===== config.mk =====
export PLATFORM = sky130hd
export DESIGN_NAME = mux_pipe_n
export DESIGN_NICKNAME = d
export VERILOG_FILES = /design/src/rtl/mux_pipe_n.sv
export SDC_FILE = /design/constraint.sdc
export NUM_CORES = 1
export LEC_CHECK = 0
export BUFFER_PORTS_ARGS = -buffer_cell sky130_fd_sc_hd__buf_2
export CAP_MARGIN = 40
export CORE_MARGIN = 4
export CORE_UTILIZATION = 50
export CTS_CLUSTER_SIZE = 16
export DETAILED_ROUTE_END_ITERATION = 10
export PLACE_DENSITY = 0.89
export SLEW_MARGIN = 40
export SYNTH_ARGS = -nofsm -noshare
export SYNTH_HDL_FRONTEND = slang
export SYNTH_SLANG_ARGS = --single-unit

===== constraint.sdc =====
create_clock -name clk -period 4.45 [get_ports clk]
set_clock_uncertainty 0.2 [all_clocks]
set_input_delay 0.445 -clock clk [delete_from_list [all_inputs] [get_ports clk]]
set_output_delay 0.445 -clock clk [all_outputs]
set_load 0.02 [all_outputs]

===== src/rtl/mux_pipe_n.sv =====
// N-way registered mux with a valid/ready handshake.
// The output stage holds a main entry plus one skid entry.
module mux_pipe_n #(
  parameter int WIDTH  = 5,
  parameter int NUM_IN = 4,
  localparam int SEL_W = (NUM_IN > 2) ? $clog2(NUM_IN) : 1
) (
  input  logic                    clk,
  input  logic                    rst,
  input  logic [NUM_IN*WIDTH-1:0] in_data,
  input  logic [SEL_W-1:0]        in_sel,
  input  logic                    in_valid,
  output logic                    in_ready,
  output logic [WIDTH-1:0]        out_data,
  output logic                    out_err,
  output logic                    out_valid,
  input  logic                    out_ready,
  output logic [7:0]              err_cnt
);

  typedef enum logic [1:0] {EMPTY, ONE, TWO} state_t;

  state_t             state, state_next;
  logic [WIDTH-1:0]   sel_data;
  logic               sel_err;
  logic [WIDTH-1:0]   main_data, skid_data;
  logic               main_err, skid_err;
  logic               in_xfer, out_xfer;
  logic               load_main_new, load_main_skid, load_skid;

  // NOTE: every always_comb output gets a default first so no path leaves it unassigned (no latch).
  always_comb begin
    sel_data = '0;
    sel_err  = 1'b1;
    for (int k = 0; k < NUM_IN; k++) begin
      if (in_sel == SEL_W'(k)) begin
        sel_data = in_data[k*WIDTH +: WIDTH];
        sel_err  = 1'b0;
      end
    end
  end

  assign in_xfer   = in_valid && in_ready;
  assign out_xfer  = out_valid && out_ready;
  assign out_valid = (state != EMPTY);
  assign out_data  = main_data;
  assign out_err   = main_err;

  always_comb begin
    state_next     = state;
    load_main_new  = 1'b0;
    load_main_skid = 1'b0;
    load_skid      = 1'b0;
    case (state)
      EMPTY: begin
        if (in_xfer) begin
          state_next    = ONE;
          load_main_new = 1'b1;
        end
      end
      ONE: begin
        if (in_xfer && out_xfer) begin
          load_main_new = 1'b1;
        end else if (in_xfer) begin
          state_next = TWO;
          load_skid  = 1'b1;
        end else if (out_xfer) begin
          state_next = EMPTY;
        end
      end
      TWO: begin
        if (out_xfer) begin
          state_next     = ONE;
          load_main_skid = 1'b1;
        end
      end
      default: state_next = EMPTY;
    endcase
  end

  // NOTE: sequential state uses non-blocking assignments so all flops update from pre-edge values.
  always_ff @(posedge clk or posedge rst) begin
    if (rst) begin
      state    <= EMPTY;
      in_ready <= 1'b1;
    end else begin
      state    <= state_next;
      // Registered from the next state, so out_ready never reaches in_ready combinationally.
      in_ready <= (state_next != TWO);
    end
  end

  // NOTE: the two data entries are reset because out_data/out_err must read zero during reset.
  always_ff @(posedge clk or posedge rst) begin
    if (rst) begin
      main_data <= '0;
      main_err  <= 1'b0;
      skid_data <= '0;
      skid_err  <= 1'b0;
    end else begin
      if (load_main_new) begin
        main_data <= sel_data;
        main_err  <= sel_err;
      end else if (load_main_skid) begin
        main_data <= skid_data;
        main_err  <= skid_err;
      end
      if (load_skid) begin
        skid_data <= sel_data;
        skid_err  <= sel_err;
      end
    end
  end

  always_ff @(posedge clk or posedge rst) begin
    if (rst) begin
      err_cnt <= '0;
    end else if (in_xfer && sel_err && (err_cnt != 8'hFF)) begin
      err_cnt <= err_cnt + 8'd1;
    end
  end

endmodule


Word-level counts from Yosys, hierarchy flattened
Cells that the tools add are included.
Widths: inputs -> output; s select.
{ "totals": {"ff_bits": 23, "in_bits": 26, "out_inout_bits": 16, "word_cells": 49} }
{ "classes": {"add_sub_neg": 1, "n_eq_ne": 7, "muxes": 25, "reduce_logical": 9} }
{ "op_table": {"columns": ["operator", "n"], "rows": [
  ["$mux 5", 6],
  ["$mux 1", 12],
  ["$mux 2", 5],
  ["$add 8x1->8 const B", 1],
  ["$ne 8x8->1 const B", 1],
  ["$eq 2x2->1 const B", 3],
  ["$pmux 2 s3", 1],
  ["$logic_and 1x1->1", 5],
  ["$eq 2x1->1 const B", 2],
  ["$logic_not 2->1", 2],
  ["$reduce_bool 2->1", 2],
  ["$ne 2x2->1 const B", 1],
  ["$pmux 1 s2", 1]
]} }

Longest topological paths before layout
Gate-level depths: netlist of run 1.
{ "depth": {"depth_word": 7, "mapped_depth": 4, "mapped_depth_nobuf": 3} }

Least setup slack after synthesis of run 1
No wires, ideal clock.
{ "synth_timing": {"kind": "input-to-reg", "startpoint": "in in_sel[0]", "endpoint": "reg skid_data[0]", "setup_time_ns": 0.125, "t_arrival_ns": 1.307, "required_ns": 4.125, "path_slack_ns": 2.818, "cell_stages": 3, "n_path_buf": 1, "cell_sequence": "buf_6 mux4_2 mux2_4"} }
{ "synth_between": {"elab_chain_cells": 5, "elab_cells_between_ends": 8, "classes_between": "eq/ne: 3; mux: 4; reduce/logical: 1"} }
{ "synth_lines": {"columns": ["element", "line_no", "rtl"], "rows": [
  ["from (decl)", "11", "input logic [SEL_W-1:0] in_sel,"],
  ["$logic_not 2->1", "36", "if (in_sel == SEL_W'(k)) begin"],
  ["$mux 5 (3 in series)", "36", null],
  ["$mux 5 (*)", "36", null],
  ["to (signal assigned)", "109", "skid_data <= sel_data;"],
  ["to (decl)", "26", "logic [WIDTH-1:0] main_data, skid_data;"]
]} }
Every way passes the cells marked *; elsewhere a longest branch is shown, timed or not.
A chain may end at the register's enable or synchronous reset.

Worst setup path after layout of run 1
{ "layout_timing": {"startpoint": "reg state[1]", "endpoint": "out out_valid"} }
{ "layout_between": {"elab_chain_cells": 1} }
{ "layout_lines": {"columns": ["element", "line_no", "rtl"], "rows": [
  ["from (decl)", "23", "state_t state, state_next;"],
  ["from (signal assigned)", "87", "state <= state_next;"],
  ["$reduce_bool 2->1", "45", "assign out_valid = (state != EMPTY);"],
  ["to (decl)", "16", "output logic out_valid,"]
]} }
Every way passes these cells.

==> flow_summary.json, run 1 <==
{
  "fp-row-count": 16,
  "category_of_the_worst_setup_path_launch_point": "flip-flop",
  "fillCellCount": 162,
  "worst_setup_slack_after_placement_ns": 2.67,
  "grt_antenna_before_repair": 0,
  "rr_startpoint": "state[0]",
  "grt_start_max_net_pins": 24,
  "synth-main-ff-cell": "dfrtp_1",
  "wire_length_after_detailed_routing_mm": 2.09,
  "cts-root-to-sink-buffers": 2,
  "floorplan.die.height_um": 54.1,
  "synth_simple_gate_area_share_pct": 11.8,
  "setup_viol": 0,
  "worst_reg_to_reg_path_cell_count": 3,
  "avgViaCountPerCell": 5.36,
  "power-per-cell-area_mw_per_mm2": 492,
  "critical_path_cell_count": 2,
  "maxSlewViolCount": 0,
  "vdd_ir_drop_max_uv": 256,
  "worstHoldPathCells": 0,
  "routedWlPerCell_um": 14.7,
  "timing.hold.worst.start": "err_cnt[0]",
  "syn-cell-area_mm2": 0.00106,
  "cp_slowest_cell": "dfrtp_1",
  "timing_hold_violations_final": 0,
  "area.growth.synth_to_final_pct": 21.8,
  "internal_power_uw": 421,
  "critical_path_required_ns": 3.81,
  "globalRoute.totalOverflow": 0,
  "1st_pass_router_iterations": 4,
  "post_synth_main_area_contributors": "dfrtp_1 52%, mux4_2 11%, mux2_4 7.1%",
  "total_switching_power_uw": 216,
  "clk_root_buffer_cell": "clkbuf_4",
  "timing.hold.worst.class": "reg -> reg",
  "synth.avg_cell_area_um2": 13.5,
  "dp_hpwl_mm": 1.62,
  "max_cap_viol": 0,
  "grtUsageTotal_pct": 16.9,
  "drt.antenna.violating_nets": 0,
  "p_comb_share_pct": 37.4,
  "run_status": "completed",
  "sw_frac_of_total_pct": 33.9,
  "critPathKind": "reg -> out",
  "number_of_flops_mapped_to_enable_cells_by_yosys": 0,
  "placed_cell_area_mm2": 0.00126,
  "postSynthNetCount": 105,
  "floorplan.initialDensity_pct": 53.7,
  "initialDrtViolationCount": 5,
  "cts_tree": "done",
  "dieWidth_um": 54.1,
  "layout_worst_path_cycle_share_pct": 42.7,
  "critical_path.max_stage_delay_ns": 0.48,
  "tns_ns": 0,
  "synthArstFlopShare_pct": 100,
  "clkLatencyLatePin_ns": 0.31,
  "yosys.area_share.xor_xnor_pct": 0,
  "netlist_instances": 79,
  "synth_common_cells": "22 x dfrtp_1, 9 x clkbuf_1, 6 x o22ai_1",
  "synth.lib_cells_used.distinct": 24,
  "worst_ep_arrival_time_ns": 1.26,
  "crit_path_max_fanout": 9,
  "grt_first_pass_wirelength_mm": 3.52,
  "port-buffer-count": 41,
  "clk_transition_reported_paths_ns": 0.12,
  "synth.top_cell.area_share_pct": 51.8,
  "drcViolationCount": 0,
  "finalNetCount": 142,
  "final.setup.worst_slack_ns": 2.55,
  "p_clk_share_pct": 14.8,
  "synth.largest_area_cell": "dfrtp_1",
  "cpLargestDelayFamily": "flip-flops",
  "numCtsBuffers": 3,
  "finalWorstPathRequiredPeriod_ns": 1.90,
  "postSynthRegisterBits": 23,
  "worst_pin_slew_ns": 0.518,
  "layout-drive-gt1-share_pct": 53.0,
  "leakage_nw": 0.657,
  "synth_most_common_cell": "dfrtp_1",
  "setup.worst_path.start": "state[1]",
  "i_o_pin_count": 42,
  "critical_path_buf_inv_count": 1,
  "antenna_cells": 0,
  "seqPwrFrac_pct": 47.8,
  "vias": 761,
  "timing.slew.headroom_pct": 65.4,
  "layout.cell_area.non_filler_mm2": 0.00129,
  "gp_congestion": 0.772,
  "placeableCoreArea_mm2": 0.00198,
  "fmax_mhz": 526,
  "post_synth_mux_area_share_pct": 18.6,
  "tritoncts_num_sinks": 23,
  "synth_compound_gate_area_share_pct": 10.1,
  "adder_cell_share_of_the_synthesized_area_pct": 0,
  "grt_setup_unrepaired": "no",
  "htreeDepth": 1,
  "timing.critical_path.cells": "or2_2 > buf_2",
  "first_global_vias": 843,
  "synth_top_family_by_area": "multiplexers",
  "die_area_mm2": 0.00293,
  "sequential_element_share_of_the_synthesized_area_pct": 54.2,
  "cp-end-kind": "output pin",
  "synthesis_warnings": 0
}
-- registers in the layout, summed over array words and instances, names as in the netlist --
signal and count:
err_cnt 8, in_ready 1, out_data 5, out_err 1, skid_data 5, skid_err 1, state 2
-- layout by cell type (no fill, tap or decap), drive strengths merged --
cell type,instances
dlygate4sd3,1
a21o,1
nand2,1
a21oi,1
o21ai,2
nand3b,2
nor2,1
or2,1
mux4,5
a2bb2oi,5
nand4b,2
clkbuf,3
buf,41
dfstp,1
dfrtp,22
nand3,5
mux2,5
clkinv,1
inv,3
mux2i,1
and3b,1
nand2b,2
o22ai,6
nor2b,2
-- what timing repair did --
item	CTS	global route
resized for setup	0	0
hold buffers	0	1
buffers inserted	0	0
hold endpoints to repair	0	22
-- path summary, 6_finish.rpt --
| kind | slack (ns) | endpoint |
|---|---|---|
| max | 2.55 | out_valid |
| min | 0.18 | err_cnt[0] |
| max reg2reg | 2.83 | out_data[3] |
| min reg2reg | 0.18 | err_cnt[0] |
| max in group asynchronous | 3.23 | in_ready |
| min in group asynchronous | 0.47 | state[0] |
-- power by group through the flow --
stage	Clock, mW	Combinational [mW]	Sequential, mW
final	0.0942	0.239	0.304
after CTS	0.0993	0.241	0.305
after global placement	0	0.233	0.305
after detailed placement	0	0.240	0.306
after global routing	0.109	0.260	0.314
after floorplan	0	0.147	0.331
-- cell type report --
cell class / instances / area [µm²] / area share, %
clock buffers: 3 / 22.5 / 1.74
clock inverters: 1 / 5.00 / 0.386
inverters: 3 / 11.3 / 0.870
multi-input cells: 43 / 430 / 33.2
flip-flops and latches: 23 / 577 / 44.5
well taps: 27 / 33.8 / 2.61
repair buffers: 42 / 215 / 16.6
-- through the flow --
stage | std cells | util, % | hold WS [ns] | power (mW)
4_1_cts | 141 | 64.8 | 0.105 | 0.645
3_3_place_gp | 137 | 63.4 | 0.160 | 0.538
6_report | 142 | 65.3 | 0.184 | 0.637
2_1_floorplan | 79 | - | 0.246 | 0.477
5_1_grt | 142 | 65.3 | 0.197 | 0.682
3_5_place_dp | 137 | 63.4 | 0.160 | 0.547
-- kinds of logic (layout without fill, tap and decap cells) --
kind of cell	count (synthesis)	count (layout)
buf+inv	13	49
simple gates	17	17
mux	11	11
flops	23	23
compound gates	15	15
-- layer usage --
metal	part of all wire (%)	GRT usage, %
met2	46	26.5
met1	44	21.4
met3	9.2	4.16
met4	1.2	8.71
met5	0	0
-- worst register-to-register path: cells and delay by family (launching register included) --
| family | cells | cell delay, ns |
|---|---|---|
| AOI/OAI and AO/OA | 2 | 0.38 |
| and+or+nand+nor | 1 | 0.48 |
| DFF | 1 | 0.46 |
Note: power is estimated with default switching activity, not from simulation.
==> run 2: changes to the inputs <==
Settings changed: CORE_UTILIZATION 50 to 47, PLACE_DENSITY 0.89 to 0.85.
Clock period 4.45 ns to 2 ns, I/O delays scaled along.
==> run 2 against run 1 <==
Net effect: flip-flop and latch count unchanged; non-clock buffer count is 2 higher; die area grew 5.4%; global-route usage decreased by 1.5 points; largest cell class unchanged.
==> flow_summary.json, run 2 (synthesis results as in run 1) <==
{
  "run_status": "completed",
  "critical_path_cell_count": 5,
  "critPathKind": "in -> reg",
  "p_clk_share_pct": 14.8,
  "cp-end-kind": "flip-flop",
  "crit_path_max_fanout": 7,
  "dieWidth_um": 55.6,
  "first_global_vias": 813,
  "setup_viol": 0,
  "area.growth.synth_to_final_pct": 23.4,
  "timing.critical_path.cells": "dlygate4sd3_1 > buf_2 > nand2b_1 > nor2_4 > mux2_4",
  "numCtsBuffers": 3,
  "grtUsageTotal_pct": 15.3,
  "routedWlPerCell_um": 15.3,
  "floorplan.die.height_um": 55.6,
  "i_o_pin_count": 42,
  "leakage_nw": 0.667,
  "timing.slew.headroom_pct": 65.7,
  "cts_tree": "done",
  "htreeDepth": 1,
  "placeableCoreArea_mm2": 0.00206,
  "finalNetCount": 144,
  "tns_ns": 0,
  "port-buffer-count": 41,
  "dp_hpwl_mm": 1.76,
  "multiInputGateArea_um2": 430,
  "minimum_setup_slack_among_reg_to_reg_paths_ns": 0.38,
  "1st_pass_router_iterations": 4,
  "max_cap_viol": 0,
  "drcViolationCount": 0,
  "grt_start_max_net_pins": 24,
  "p_comb_share_pct": 37.6,
  "sw_frac_of_total_pct": 34.2,
  "hold-worst-slack_ns": 0.0655,
  "critical_path.max_stage_delay_ns": 0.53,
  "worst_reg_to_reg_path_cell_count": 3,
  "final_common_cell": "buf_2",
  "category_of_the_worst_setup_path_launch_point": "input port",
  "wire_length_after_detailed_routing_mm": 2.20,
  "cpLargestDelayFamily": "buffers and inverters",
  "maxSlewViolCount": 0,
  "gp_congestion": 0.797,
  "total_switching_power_uw": 489,
  "critical_path_buf_inv_count": 2,
  "grt_antenna_before_repair": 0,
  "globalRoute.totalOverflow": 0,
  "sequential_cell_area_um2": 577,
  "vias": 786,
  "finalWorstPathRequiredPeriod_ns": 1.75,
  "timing.hold.worst.class": "in -> reg",
  "die_area_mm2": 0.00309,
  "cts.repair_timing.setup_buffer_count": 0,
  "clkLatencyLatePin_ns": 0.31,
  "avgViaCountPerCell": 5.46,
  "cp_slowest_cell": "dlygate4sd3_1",
  "worst_pin_slew_ns": 0.514,
  "worst_setup_slack_after_placement_ns": 0.418,
  "worst_ep_arrival_time_ns": 1.76,
  "layout-drive-gt1-share_pct": 52.1,
  "worstHoldPathCells": 3,
  "largest_register_ff_count": 8,
  "timing_hold_violations_final": 0,
  "drt.antenna.violating_nets": 0,
  "antenna_cells": 0,
  "max_flop_register": "err_cnt",
  "cts-resized-gates": 0,
  "internal_power_uw": 940,
  "clk_root_buffer_cell": "clkbuf_4",
  "floorplan.initialDensity_pct": 51.6,
  "seqPwrFrac_pct": 47.6,
  "grt_first_pass_wirelength_mm": 3.74,
  "cts-root-to-sink-buffers": 2,
  "final.setup.worst_slack_ns": 0.254,
  "initialDrtViolationCount": 13,
  "vdd_ir_drop_max_uv": 608,
  "fp-row-count": 16,
  "layout_worst_path_cycle_share_pct": 87.3,
  "fillCellCount": 175,
  "tritoncts_num_sinks": 23,
  "clk_transition_reported_paths_ns": 0.12,
  "mostFrequentLayoutCells": "41 x buf_2, 22 x dfrtp_1, 6 x o22ai_1",
  "fmax_mhz": 573,
  "power-per-cell-area_mw_per_mm2": 1090,
  "grt_setup_unrepaired": "no",
  "critical_path_required_ns": 2.01
}
## run 2: changes by cell type in the layout (fill, tap and decap cells not counted), sizes merged
cell         before  now
dlygate4sd3       1    2
buf              41   42
## run 2: power groups by stage
stage | sequential, mW | clock [mW] | combinational [mW]
after global routing | 0.697 | 0.234 | 0.583
after global placement | 0.683 | 0 | 0.521
after CTS | 0.678 | 0.212 | 0.542
after floorplan | 0.735 | 0 | 0.326
final | 0.679 | 0.212 | 0.537
after detailed placement | 0.686 | 0 | 0.536
## run 2: worst register-to-register path, delay by kind of cell (launching register included)
family	cells	cell delay (ns)
AO/OA/AOI/OAI	2	0.38
AND/OR/NAND/NOR	1	0.47
flip-flops	1	0.47
## run 2: routing by layer
| metal | wire length, µm | GRT usage, % | vias up |
|---|---|---|---|
| met5 | 0 | 0 | - |
| met4 | 58 | 10.1 | 0 |
| met3 | 226 | 3.25 | 6 |
| met2 | 1000 | 22.1 | 47 |
| met1 | 908 | 20.7 | 368 |
| li1 | - | - | 365 |
## run 2: through the flow
step | instances | instance area, µm² | util (%) | power (mW)
floorplan | 79 | 1060 | - | 1.06
global placement | 138 | 1260 | 61.3 | 1.20
detailed placement | 138 | 1260 | 61.3 | 1.22
CTS | 144 | 1310 | 63.7 | 1.43
global route | 144 | 1310 | 63.7 | 1.51
finish | 144 | 1310 | 63.7 | 1.43
## run 2: final cells by class
| cell class | instances | share of cell area, % |
|---|---|---|
| clock buffer | 3 | 1.72 |
| clock inverter | 1 | 0.381 |
| inverter | 3 | 0.858 |
| multi-input combinational | 43 | 32.8 |
| sequential | 23 | 43.9 |
| tap | 27 | 2.57 |
| timing repair buffer | 44 | 17.7 |
## run 2: final timing paths
path,startpoint,endpoint
setup / recovery,out_ready,skid_data[4]
hold / removal,in_valid,in_ready
setup reg to reg,state[0],out_data[4]
hold reg to reg,err_cnt[2],err_cnt[2]
max in group asynchronous,rst,in_ready
min in group asynchronous,rst,err_cnt[4]
## run 2: timing repair
item,in CTS,in global routing
hold buffers,2,0
endpoints found under the hold margin,24,0
setup endpoints to repair,0,0
==> run 3: changes to the inputs <==
Settings changed: REMOVE_ABC_BUFFERS from default to 1.
==> run 3 against run 2 <==
Net effect: non-clock buffer count stayed put; die area stayed put; worst setup slack worse by 0.021 ns; critical path type unchanged; critical endpoint is now skid_data[2].
==> flow_summary.json, run 3 (synthesis results as in run 1) <==
{
  "run_status": "completed",
  "clk_root_buffer_cell": "clkbuf_4",
  "cts-root-to-sink-buffers": 2,
  "floorplan.die.height_um": 55.6,
  "critPathKind": "in -> reg",
  "setup.worst_path.start": "out_ready",
  "numCtsBuffers": 3,
  "reg2reg_to": "skid_data[2]",
  "first_global_vias": 848,
  "vias": 754,
  "fin_total_pwr_mw": 1.43,
  "layout-drive-gt1-share_pct": 52.1,
  "die_area_mm2": 0.00309,
  "critical_path_required_ns": 2.00,
  "wire_length_after_detailed_routing_mm": 2.11,
  "grt_met3_usage_pct": 2.78,
  "crit_path_max_fanout": 7,
  "final_common_cell": "buf_2",
  "worst_pin_slew_ns": 0.476,
  "floorplan.initialDensity_pct": 51.6,
  "grt_antenna_before_repair": 0,
  "fmax_mhz": 566,
  "timing.slew.headroom_pct": 68.2,
  "initialDrtViolationCount": 8,
  "antenna_cells": 0,
  "finalNetCount": 144,
  "sw_frac_of_total_pct": 34.1,
  "grt.busiest_layer": "met2",
  "minimum_setup_slack_among_reg_to_reg_paths_ns": 0.39,
  "gp_congestion": 0.729,
  "tritoncts_num_sinks": 23,
  "groute.layer.met2.usage_pct": 24.2,
  "cts.repair_timing.setup_buffer_count": 0,
  "dp_hpwl_mm": 1.70,
  "power-per-cell-area_mw_per_mm2": 1090,
  "critical_path_buf_inv_count": 2,
  "cp_slowest_cell": "dlygate4sd3_1",
  "p_comb_share_pct": 37.3,
  "finalWorstPathRequiredPeriod_ns": 1.77,
  "area.growth.synth_to_final_pct": 23.6,
  "i_o_pin_count": 42,
  "numPlacedInstances": 138,
  "groute.layer.met1.usage_pct": 19.9,
  "grt_start_max_net_pins": 24,
  "htreeDepth": 1,
  "layout.cell_area.non_filler_mm2": 0.00132,
  "dieWidth_um": 55.6,
  "p_clk_share_pct": 15.1,
  "timing.critical_path.cells": "dlygate4sd3_1 > buf_2 > nand2b_1 > nor2_4 > mux2_4",
  "maxSlewViolCount": 0,
  "timing_hold_violations_final": 0,
  "globalRoute.totalOverflow": 0,
  "clkLatencyLatePin_ns": 0.30,
  "seqPwrFrac_pct": 47.6,
  "vdd_ir_drop_max_uv": 611,
  "critical_path.max_stage_delay_ns": 0.53,
  "max_cap_viol": 0,
  "clk_transition_reported_paths_ns": 0.12,
  "critical_path_cell_count": 5,
  "leakage_nw": 0.663,
  "max_flop_register": "err_cnt",
  "total_switching_power_uw": 487,
  "avgViaCountPerCell": 5.24,
  "grt_setup_unrepaired": "no",
  "setup_viol": 0,
  "timing.critical_path.to": "skid_data[2]",
  "grt_first_pass_wirelength_mm": 3.73,
  "internal_power_uw": 941,
  "timing.hold.worst.class": "in -> reg",
  "cpLargestDelayFamily": "buffers and inverters",
  "largest_register_ff_count": 8,
  "worst_ep_arrival_time_ns": 1.77,
  "placed_cell_area_mm2": 0.00126,
  "cts_tree": "done",
  "cp-end-kind": "flip-flop",
  "fp-row-count": 16,
  "1st_pass_router_iterations": 4,
  "worst_reg_to_reg_path_cell_count": 3,
  "mostFrequentLayoutCells": "41 x buf_2, 22 x dfrtp_1, 6 x o22ai_1",
  "port-buffer-count": 41,
  "drcViolationCount": 0,
  "layout_worst_path_cycle_share_pct": 88.4,
  "worstHoldPathCells": 3,
  "category_of_the_worst_setup_path_launch_point": "input port",
  "routedWlPerCell_um": 14.7,
  "rr_startpoint": "in_ready",
  "tns_ns": 0,
  "grtUsageTotal_pct": 15.2,
  "placeableCoreArea_mm2": 0.00206,
  "drt.antenna.violating_nets": 0,
  "post_layout_nonfiller_instances": 144
}
-- run 3: cell types whose count changed in the layout (fill, tap and decap cells not counted) --
cell,before,now
clkinvlp_4,0,1
clkinv_2,1,0
-- run 3: cell type report --
cell class | count | area, µm²
clock buffer | 3 | 22.5
clock inverter | 1 | 7.51
fill | 166 | 747
inverter | 3 | 11.3
multi-input combinational | 43 | 430
sequential | 23 | 577
tap | 27 | 33.8
timing repair buffer | 44 | 233
-- run 3: timing repair --
item / in CTS / in global routing
resized for setup: 0 / 0
hold endpoints to repair: 25 / 0
hold buffers: 2 / 0
endpoints found under the setup margin: 0 / 0
-- run 3: per-layer routing --
metal | wire [µm] | vias up
met3 | 135 | 0
li1 | - | 365
met5 | 0 | -
met2 | 1020 | 37
met4 | 0 | 0
met1 | 954 | 352
-- run 3: worst min-delay path by stage --
| stage | to | start | slack, ns |
|---|---|---|---|
| after global routing | in_ready | in_valid | 0.1 |
| after global placement | err_cnt[3] | rst | 0.04 |
| after floorplan | err_cnt[0] | rst | 0.001 |
| after CTS | in_ready | in_valid | 0.07 |
| final | in_ready | in_valid | 0.09 |
| after detailed placement | err_cnt[0] | rst | 0.05 |
-- run 3: power groups by stage --
stage	logic, mW	clock network [mW]	registers (mW)
final	0.533	0.216	0.679
after global routing	0.577	0.239	0.696
after CTS	0.540	0.226	0.679
after detailed placement	0.536	0	0.685
after global placement	0.523	0	0.678
after floorplan	0.320	0	0.735
-- run 3: worst register-to-register path, cell delays in order (launching register included) --
cell,delay [ns]
dfstp_2,0.60
nand3b_4,0.14
nor2_4,0.24
mux2_4,0.33
-- run 3: through the flow --
| stage | setup slack, ns | util (%) | hold slack [ns] |
|---|---|---|---|
| floorplan | 0.417 | - | 0.00118 |
| CTS | 0.240 | 63.8 | 0.0733 |
| global placement | 0.457 | 61.3 | 0.0379 |
| global route | 0.191 | 63.8 | 0.0985 |
| detailed placement | 0.401 | 61.3 | 0.0470 |
| finish | 0.233 | 63.8 | 0.0911 |
